$ cat src/rtl/inst_fetch_pkg.sv
// Shared types and constants for the instruction prefetch unit.
// Holds the FSM state encoding and the FIFO entry layout.
package inst_fetch_pkg;

    localparam int PC_W   = 17;
    localparam int INST_W = 8;

    typedef enum logic [1:0] {
        FETCH = 2'd0,
        STALL = 2'd1,
        DRAIN = 2'd2
    } fetch_state_t;

    typedef struct packed {
        logic [INST_W-1:0] inst;
        logic [PC_W-1:0]   pc;
    } fifo_entry_t;

    // Program counter increment; wraps naturally at the top of the address space.
    function automatic logic [PC_W-1:0] pc_inc(input logic [PC_W-1:0] pc);
        return pc + {{(PC_W-1){1'b0}}, 1'b1};
    endfunction

endpackage

$ cat src/rtl/inst_fetch_fifo.sv
// Synchronous prefetch FIFO of {inst, pc} entries with a clear that
// discards everything, used to flush the prefetch window on a redirect.
module inst_fifo
    import inst_fetch_pkg::*;
#(
    parameter int DEPTH = 4,
    localparam int PTR_W = (DEPTH > 1) ? $clog2(DEPTH) : 1,
    localparam int CNT_W = $clog2(DEPTH + 1)
) (
    input  logic             clk,
    input  logic             rst_n,
    input  logic             clear,
    input  logic             push,
    input  fifo_entry_t      push_data,
    input  logic             pop,
    output fifo_entry_t      head,
    output logic [CNT_W-1:0] count,
    output logic             empty,
    output logic             full
);

    fifo_entry_t      mem_r [DEPTH];
    logic [PTR_W-1:0] wr_ptr_r;
    logic [PTR_W-1:0] rd_ptr_r;
    logic [CNT_W-1:0] count_r;
    logic             do_push_s;
    logic             do_pop_s;

    function automatic logic [PTR_W-1:0] ptr_next(input logic [PTR_W-1:0] p);
        if (p == PTR_W'(DEPTH - 1)) begin
            return '0;
        end else begin
            return p + PTR_W'(1);
        end
    endfunction

    // Status flags and guarded push/pop qualifiers.
    always_comb begin
        empty     = (count_r == '0);
        full      = (count_r == CNT_W'(DEPTH));
        do_push_s = push && !full;
        do_pop_s  = pop && !empty;
        count     = count_r;
        head      = mem_r[rd_ptr_r];
    end

    // Storage, pointers and occupancy; clear overrides push and pop.
    always_ff @(posedge clk or negedge rst_n) begin
        if (!rst_n) begin
            for (int i = 0; i < DEPTH; i++) begin
                mem_r[i] <= '0;
            end
            wr_ptr_r <= '0;
            rd_ptr_r <= '0;
            count_r  <= '0;
        end else if (clear) begin
            wr_ptr_r <= '0;
            rd_ptr_r <= '0;
            count_r  <= '0;
        end else begin
            if (do_push_s) begin
                mem_r[wr_ptr_r] <= push_data;
                wr_ptr_r        <= ptr_next(wr_ptr_r);
            end
            if (do_pop_s) begin
                rd_ptr_r <= ptr_next(rd_ptr_r);
            end
            count_r <= count_r + CNT_W'(do_push_s) - CNT_W'(do_pop_s);
        end
    end

endmodule

$ cat src/rtl/inst_fetch.sv
// Instruction prefetch unit: issues in-order program-memory reads under a
// credit limit, buffers responses, and flushes stale data on redirect.
module inst_fetch
    import inst_fetch_pkg::*;
#(
    parameter int              FIFO_DEPTH = 4,
    parameter int              MAX_OUTST  = 2,
    parameter logic [PC_W-1:0] RESET_PC   = 17'h00000
) (
    input  logic              clk,
    input  logic              reset,
    output logic              mem_req,
    output logic [PC_W-1:0]   mem_addr,
    input  logic              mem_gnt,
    input  logic              mem_rvalid,
    input  logic [INST_W-1:0] mem_rdata,
    input  logic              redirect,
    input  logic [PC_W-1:0]   redirect_pc,
    output logic              inst_valid,
    input  logic              inst_ready,
    output logic [INST_W-1:0] inst_reg,
    output logic [PC_W-1:0]   inst_pc
);

    localparam int CNT_W = $clog2(FIFO_DEPTH + 1);
    localparam int OUT_W = $clog2(MAX_OUTST + 1);

    fetch_state_t     state_r;
    fetch_state_t     state_s;
    logic [PC_W-1:0]  fetch_pc_r;
    logic [PC_W-1:0]  fetch_pc_s;
    logic [PC_W-1:0]  resp_pc_r;
    logic [PC_W-1:0]  resp_pc_s;
    logic [OUT_W-1:0] outst_r;
    logic [OUT_W-1:0] outst_s;
    logic [OUT_W-1:0] drop_cnt_r;
    logic [OUT_W-1:0] drop_cnt_s;
    logic             run_r;
    logic             grant_s;
    logic             resp_s;
    logic             push_s;
    logic             pop_s;
    logic [CNT_W-1:0] fifo_count_s;
    logic [CNT_W-1:0] count_next_s;
    logic             fifo_empty_s;
    logic             fifo_full_s;
    logic [31:0]      used_next_s;
    logic             credit_full_s;
    fifo_entry_t      push_data_s;
    fifo_entry_t      head_s;

    inst_fifo #(
        .DEPTH (FIFO_DEPTH)
    ) u_fifo (
        .clk       (clk),
        .rst_n     (reset),
        .clear     (redirect),
        .push      (push_s),
        .push_data (push_data_s),
        .pop       (pop_s),
        .head      (head_s),
        .count     (fifo_count_s),
        .empty     (fifo_empty_s),
        .full      (fifo_full_s)
    );

    // run_r holds requests off until the first edge after reset release.
    assign mem_req    = run_r && (state_r == FETCH);
    assign mem_addr   = fetch_pc_r;
    assign inst_valid = !fifo_empty_s;
    assign inst_reg   = head_s.inst;
    assign inst_pc    = head_s.pc;

    // Handshakes, credit accounting and next-state selection.
    always_comb begin
        grant_s           = mem_req && mem_gnt;
        resp_s            = mem_rvalid && (outst_r != '0);
        pop_s             = inst_valid && inst_ready;
        push_s            = resp_s && (state_r != DRAIN) && !redirect && !fifo_full_s;
        push_data_s.inst  = mem_rdata;
        push_data_s.pc    = resp_pc_r;
        count_next_s      = redirect ? '0 : (fifo_count_s + CNT_W'(push_s) - CNT_W'(pop_s));
        outst_s           = outst_r + OUT_W'(grant_s) - OUT_W'(resp_s);
        used_next_s       = 32'(count_next_s) + 32'(outst_s);
        credit_full_s     = (used_next_s >= 32'(FIFO_DEPTH)) || (32'(outst_s) >= 32'(MAX_OUTST));
        state_s           = state_r;
        drop_cnt_s        = drop_cnt_r;

        if (grant_s) begin
            fetch_pc_s = pc_inc(fetch_pc_r);
        end else begin
            fetch_pc_s = fetch_pc_r;
        end
        if (push_s) begin
            resp_pc_s = pc_inc(resp_pc_r);
        end else begin
            resp_pc_s = resp_pc_r;
        end
        if ((state_r == DRAIN) && resp_s && (drop_cnt_r != '0)) begin
            drop_cnt_s = drop_cnt_r - OUT_W'(1);
        end else begin
            drop_cnt_s = drop_cnt_r;
        end

        if (redirect) begin
            fetch_pc_s = redirect_pc;
            resp_pc_s  = redirect_pc;
            // A redirect mid-drain keeps the existing drop count.
            if (state_r == DRAIN) begin
                state_s = (drop_cnt_s == '0) ? FETCH : DRAIN;
            end else begin
                drop_cnt_s = outst_s;
                state_s    = (outst_s == '0) ? FETCH : DRAIN;
            end
        end else begin
            case (state_r)
                FETCH:   state_s = credit_full_s ? STALL : FETCH;
                STALL:   state_s = credit_full_s ? STALL : FETCH;
                DRAIN:   state_s = (drop_cnt_s == '0) ? FETCH : DRAIN;
                default: state_s = FETCH;
            endcase
        end
    end

    // State, program counters and in-flight bookkeeping.
    always_ff @(posedge clk or negedge reset) begin
        if (!reset) begin
            state_r    <= FETCH;
            fetch_pc_r <= RESET_PC;
            resp_pc_r  <= RESET_PC;
            outst_r    <= '0;
            drop_cnt_r <= '0;
            run_r      <= 1'b0;
        end else begin
            state_r    <= state_s;
            fetch_pc_r <= fetch_pc_s;
            resp_pc_r  <= resp_pc_s;
            outst_r    <= outst_s;
            drop_cnt_r <= drop_cnt_s;
            run_r      <= 1'b1;
        end
    end

endmodule

$ cat config.mk
export PLATFORM = sky130hd
export DESIGN_NAME = inst_fetch
export DESIGN_NICKNAME = d
export VERILOG_FILES = /design/src/rtl/inst_fetch_pkg.sv /design/src/rtl/inst_fetch_fifo.sv /design/src/rtl/inst_fetch.sv
export SDC_FILE = /design/constraint.sdc
export NUM_CORES = 1
export LEC_CHECK = 0
export ABC_AREA = 1
export BUFFER_PORTS_ARGS = -buffer_cell sky130_fd_sc_hd__buf_2
export CAP_MARGIN = 30
export CORE_MARGIN = 4
export CORE_UTILIZATION = 45
export DETAILED_ROUTE_END_ITERATION = 16
export PLACE_DENSITY = 0.64
export SETUP_SLACK_MARGIN = 0.3
export SLEW_MARGIN = 10
export SYNTH_ARGS = -nofsm -noshare
export SYNTH_HDL_FRONTEND = slang
export SYNTH_HIERARCHICAL = 1
export SYNTH_SLANG_ARGS = --single-unit
$ cat constraint.sdc
create_clock -name clk -period 3.8 [get_ports clk]
set_input_delay 0.76 -clock clk [delete_from_list [all_inputs] [get_ports clk]]
set_output_delay 0.76 -clock clk [all_outputs]
set_load 0.02 [all_outputs]
==> run summary, run 1 <==
max capacitance violation total - 0
clk buf depth - 2
clk_skew - 0.00730 ns
clock power share - 0.308
Starting DRT DRC Count - 579
pwr dens - 654 mW/mm^2
VDD IR-drop max - 0.381 mV
P_sw - 2.18 mW
syn_nets - 1062
DPL Wire Length - 12.8 mm
clk_lat worst skew - 0.42 ns
Vias - 7200
pre-CTS setup slack - 0.973 ns
Total GRT Usage - 0.225
setup ws final - 0.788 ns
number of port buffers - 74
FFs w/ async S/R, synth - 1.00
RSZ-0062 raised after global routing - no
site row count - 48
CP Launch Type - flop
total wire length - 21.6 mm
fin area - 0.00905 sq mm
initial antenna violation count - 0
Core Area - 0.0172 sq mm
share of post-route cells with drive strength above 1 - 0.132
Placed Area - 0.00841 sq mm
CP max-delay cell - inv_1
Cells after DPL - 1268
I/O pin cnt - 75
Root Buffer - clkbuf_16
Post-Syn Instances - 1014
Hold Path Class - input pin to async pin
synthesis-to-finish area growth - 15.1%
# hold bufs at CTS - 0
status - completed
part of the cycle the worst path needs - 0.793
TNS Setup - 0 ns
Slew Limit Fails - 0
TritonCTS clock tree - done
diode count - 0
Wirelength per Cell - 16.6 microns
Yosys top cell by area - dfrtp_1
sequential share of the synthesized area - 0.471
worst-margin pin slew - 0.947 ns
die width - 140 microns
Sw Ratio - 0.368
first-pass GRT wire length - 35.9 mm
CP required - 3.04 ns
worst hold margin - 0.387 ns
Sink Count - 148
Util after Layout - 0.525
sequential cell fraction of total power - 0.378
final non-filler cell total - 1300
die area - 0.0197 sq mm
fin crit period - 3.01 ns
Seq cells post-synth - 148
synth cell count leaders - nand2_1, dfrtp_1, nand4_1, nor2_1, o21ai_0
Primary FF master, synth - dfrtp_1
top-area cell type share of the netlist area - 0.471
largest net degree at the start of global routing - 82
setup violators final - 0
total gr overflow - 0
Cell Int Power - 3.74 mW
path type of the worst setup path - flop to output port
Hold Fails Final Rpt - 0
Synth Cell Area - 0.00787 sq mm
post-synthesis cell type count - 34
Worst-path clk slew - 0.06 ns
final net count - 1110
YS warnings - 6
Post-synth EDFFs - 0
postcts setup bufs - 0
cts bufs inserted - 17
Worst Path Max Fanout - 25
DR vias/cell - 5.54
GP Congestion - 0.829
DIE HEIGHT - 140 microns
initial core utilization - 0.456
post-CTS resize count - 0
CTS H-tree lvls - 4
f_max - 0.332 GHz
Combinational Power Share - 0.314
total power - 5.92 mW
average size of a mapped cell - 7.76 sq um
most frequent cell after synthesis - nand2_1
Crit path arrival time - 2.25 ns
DR DRC count - 0
CP endpoint kind - output port
vias in the first global route - 6951
Pre-antenna DRT Iters - 6
Leak - 4.75 nW
post-route ant nets - 0
synth top area cells - dfrtp_1, nand2_1, nand4_1
Max stage delay on crit path - 0.69 ns
critical-path cell list - inv_1, o21ai_0, o22ai_1, buf_2
Rel. slew slack - 0.368
[kinds of logic after synthesis]
group,after synthesis,synth area share
buffers and inverters,125,0.0690
other,1,0.000477
xor gates and xnor gates,17,0.0189
DFF,148,0.471
AOI/OAI and AO/OA,116,0.0843
adders and majority gates,17,0.0289
and+or+nand+nor,590,0.328
[placed cells by master (no fill, tap or decap), types with 2 or more instances in the layout]
cell type / netlist / layout
o22ai_1: 25 / 25
a21oi_1: 10 / 9
nor2_4: 2 / 2
clkbuf_16: 0 / 17
bufinv_16: 0 / 4
nor2_1: 89 / 89
o211ai_1: 9 / 9
nor3_1: 2 / 2
nand4_1: 109 / 109
buf_4: 9 / 17
fa_1: 2 / 2
nor2_2: 3 / 3
clkinv_2: 0 / 4
inv_1: 56 / 56
o21ai_2: 2 / 2
clkbuf_8: 0 / 5
buf_2: 14 / 73
ha_1: 15 / 15
xnor2_1: 7 / 7
xor2_1: 10 / 10
inv_2: 4 / 4
nand3_1: 40 / 40
dfrtp_1: 148 / 148
o21ai_0: 63 / 63
a31oi_1: 3 / 3
nand2_1: 341 / 341
buf_12: 0 / 3
[final timing paths]
kind,start,endpoint,slack [ns],cells after the start
setup / recovery,u_fifo/rd_ptr_r[1]$_DFFE_PN0P_,inst_pc[5],0.79,4
hold / removal,reset,u_fifo/mem_r[97]$_DFFE_PN0P_,0.39,1
setup reg to reg,u_fifo/count[1]$_DFF_PN0_,state_r[0]$_DFF_PN0_,0.97,15
hold reg to reg,u_fifo/mem_r[52]$_DFFE_PN0P_,u_fifo/mem_r[52]$_DFFE_PN0P_,0.47,2
max in group asynchronous,reset,u_fifo/mem_r[13]$_DFFE_PN0P_,2.67,2
min in group clk,u_fifo/mem_r[52]$_DFFE_PN0P_,u_fifo/mem_r[52]$_DFFE_PN0P_,0.47,2
[final cells by class]
| type | count | area (sq um) |
|---|---|---|
| clock inverters | 9 | 148 |
| flip-flops and latches | 148 | 3700 |
| fillers | 1661 | 8180 |
| repair buffers | 94 | 564 |
| clock buffers | 23 | 498 |
| well taps | 225 | 282 |
| inverters | 60 | 225 |
| multi-input cells | 741 | 3630 |
[state kept, by name, indices dropped and copies added (netlist names)]
signal,flops
u_fifo/rd_ptr_r,2
run_r,1
mem_addr,17
u_fifo/wr_ptr_r,2
u_fifo/mem_r,100
state_r,2
u_fifo/count,3
drop_cnt_r,2
outst_r,2
resp_pc_r,17
[power groups by stage]
stage / combinational, mW / clock [mW] / sequential (mW)
global route: 2.11 / 1.93 / 2.29
global placement: 1.85 / 0 / 2.25
detailed placement: 1.87 / 0 / 2.25
CTS: 1.88 / 1.85 / 2.23
finish: 1.86 / 1.82 / 2.24
floorplan: 1.30 / 0 / 2.20
[critical path: cells and delay by family (launching register included)]
kind            cells  cell delay [ns]
buf+inv             2             0.92
compound gates      2             0.52
flops               1             0.37
[per-layer routing]
metal	wire length, microns	track usage	vias up	share of wire
li1	-	-	3493	-
met1	9850	0.318	3417	0.46
met2	10100	0.354	261	0.47
met3	1380	0.0379	29	0.064
met4	324	0.0739	0	0.015
met5	0	0	-	0
Note: power is estimated with default switching activity, not from simulation.
==> inputs of run 2 (changes only) <==
- PLACE_DENSITY: 0.64 -> 0.67
- clock period: 3.8 -> 2.6 ns (I/O delays scaled with it)
==> run 2 against run 1 <==
  * First-iteration DRC count is 16% lower
  * Sequential cell count stayed put
  * Combinational power is 74% higher
  * Highest routed layer unchanged
  * Die area stayed put
  * Clock power is 56% higher
==> run summary, run 2 (same netlist as run 1, synthesis figures left out) <==
Worst Path Max Fanout - 2
Cells after DPL - 1279
Levels on crit path - 15
DR vias/cell - 5.57
CP endpoint kind - flop
clk_skew - 0.00668 ns
first-pass GRT wire length - 36.4 mm
Starting DRT DRC Count - 485
DR DRC count - 0
Crit Reg-Reg Startpoint - u_fifo/count[0]$_DFF_PN0_
pwr dens - 976 mW/mm^2
number of port buffers - 74
Hold Path Class - input pin to async pin
die area - 0.0197 sq mm
final net count - 1134
worst hold margin - 0.0276 ns
largest net degree at the start of global routing - 59
share of post-route cells with drive strength above 1 - 0.175
cts bufs inserted - 17
worst-margin pin slew - 0.608 ns
site row count - 48
status - completed
fin crit period - 2.41 ns
TritonCTS clock tree - done
total power - 9.34 mW
Root Buffer - clkbuf_16
most common cell after layout, fill and taps aside - nand2_1
most frequent cells in the layout - nand2_1, dfrtp_1, nand4_1, nor2_1, buf_2
Sink Count - 148
CP Launch Type - flop
setup violators final - 0
I/O pin cnt - 75
CP Buf/Inv Count - 4
Wirelength per Cell - 16.9 microns
path type of the worst setup path - flop to flop
initial antenna violation count - 0
Hold Fails Final Rpt - 0
GP Congestion - 0.876
critical-path cell list - nor2_4, nand2_2, inv_2, nor2_2, ha_1, inv_2, ha_4, fa_1, inv_1, nor2_1, ha_1, a41oi_2, nand3_1, nand2_1, inv_1
Worst-path clk slew - 0.06 ns
Core Area - 0.0172 sq mm
max reg flops - 100
Max stage delay on crit path - 0.47 ns
Biggest register - u_fifo/mem_r
DIE HEIGHT - 140 microns
Crit path arrival time - 2.73 ns
total gr overflow - 0
die width - 140 microns
VDD IR-drop max - 0.615 mV
clk buf depth - 2
Pre-antenna DRT Iters - 5
CP max-delay cell - fa_1
total wire length - 22.4 mm
vias in the first global route - 7133
CP startpoint - u_fifo/count[0]$_DFF_PN0_
CP delay by family, top - adder cells
CP required - 2.92 ns
initial core utilization - 0.456
Rel. slew slack - 0.595
synthesis-to-finish area growth - 21.6%
RSZ-0062 raised after global routing - yes
FILL cells - 1564
DPL Wire Length - 13.1 mm
Total GRT Usage - 0.227
f_max - 0.415 GHz
register area - 0.00371 sq mm
worst r2r path cells - 15
diode count - 0
Util after Layout - 0.555
TNS Setup - 0 ns
Slew Limit Fails - 0
part of the cycle the worst path needs - 0.927
CTS H-tree lvls - 4
Leak - 4.95 nW
Vias - 7378
final non-filler cell total - 1324
clk_lat worst skew - 0.42 ns
area of the multi-input gates - 0.00374 sq mm
post-route ant nets - 0
max capacitance violation total - 0
==> run 2: layer usage <==
layer / track usage / vias up / routed length [microns]
li1: - / 3526 / -
met1: 0.317 / 3513 / 9870
met2: 0.357 / 312 / 10400
met3: 0.0550 / 27 / 1800
met4: 0.0592 / 0 / 292
met5: 0 / - / 0
==> run 2: through the flow <==
| stage | worst slack (ns) | cell area, sq um |
|---|---|---|
| finish | 0.191 | 9570 |
| floorplan | 0.145 | 7910 |
| global placement | 0.116 | 8590 |
| global route | 0.0421 | 9570 |
| CTS | 0.134 | 9440 |
| detailed placement | 0.0918 | 8590 |
==> run 2: timing repair <==
item,CTS,global route
endpoints found under the setup margin,76,87
cloned,2,1
pin swaps,14,16
buffers inserted,8,2
gates resized for setup,15,33
hold buffers,0,0
==> run 2: final timing paths <==
| kind | to | slack, ns |
|---|---|---|
| max | state_r[0]$_DFF_PN0_ | 0.19 |
| min | u_fifo/mem_r[96]$_DFFE_PN0P_ | 0.03 |
| max reg2reg | state_r[0]$_DFF_PN0_ | 0.19 |
| min reg2reg | u_fifo/mem_r[73]$_DFFE_PN0P_ | 0.47 |
| max in group asynchronous | u_fifo/count[1]$_DFF_PN0_ | 1.91 |
| min in group clk | resp_pc_r[8]$_DFFE_PN0P_ | 0.34 |
==> run 2: layout make-up <==
cell class | count | share of cell area
Timing Repair Buffer | 118 | 0.0974
Clock buffer | 19 | 0.0473
Sequential cell | 148 | 0.387
Tap cell | 225 | 0.0294
Inverter | 60 | 0.0242
Clock inverter | 13 | 0.0238
Multi-Input combinational cell | 741 | 0.391
==> run 2: power breakdown <==
group | total (mW) | switching, mW | internal, mW
registers | 3.27 | 0.452 | 2.82
logic | 3.23 | 1.96 | 1.27
clock network | 2.84 | 0.990 | 1.85
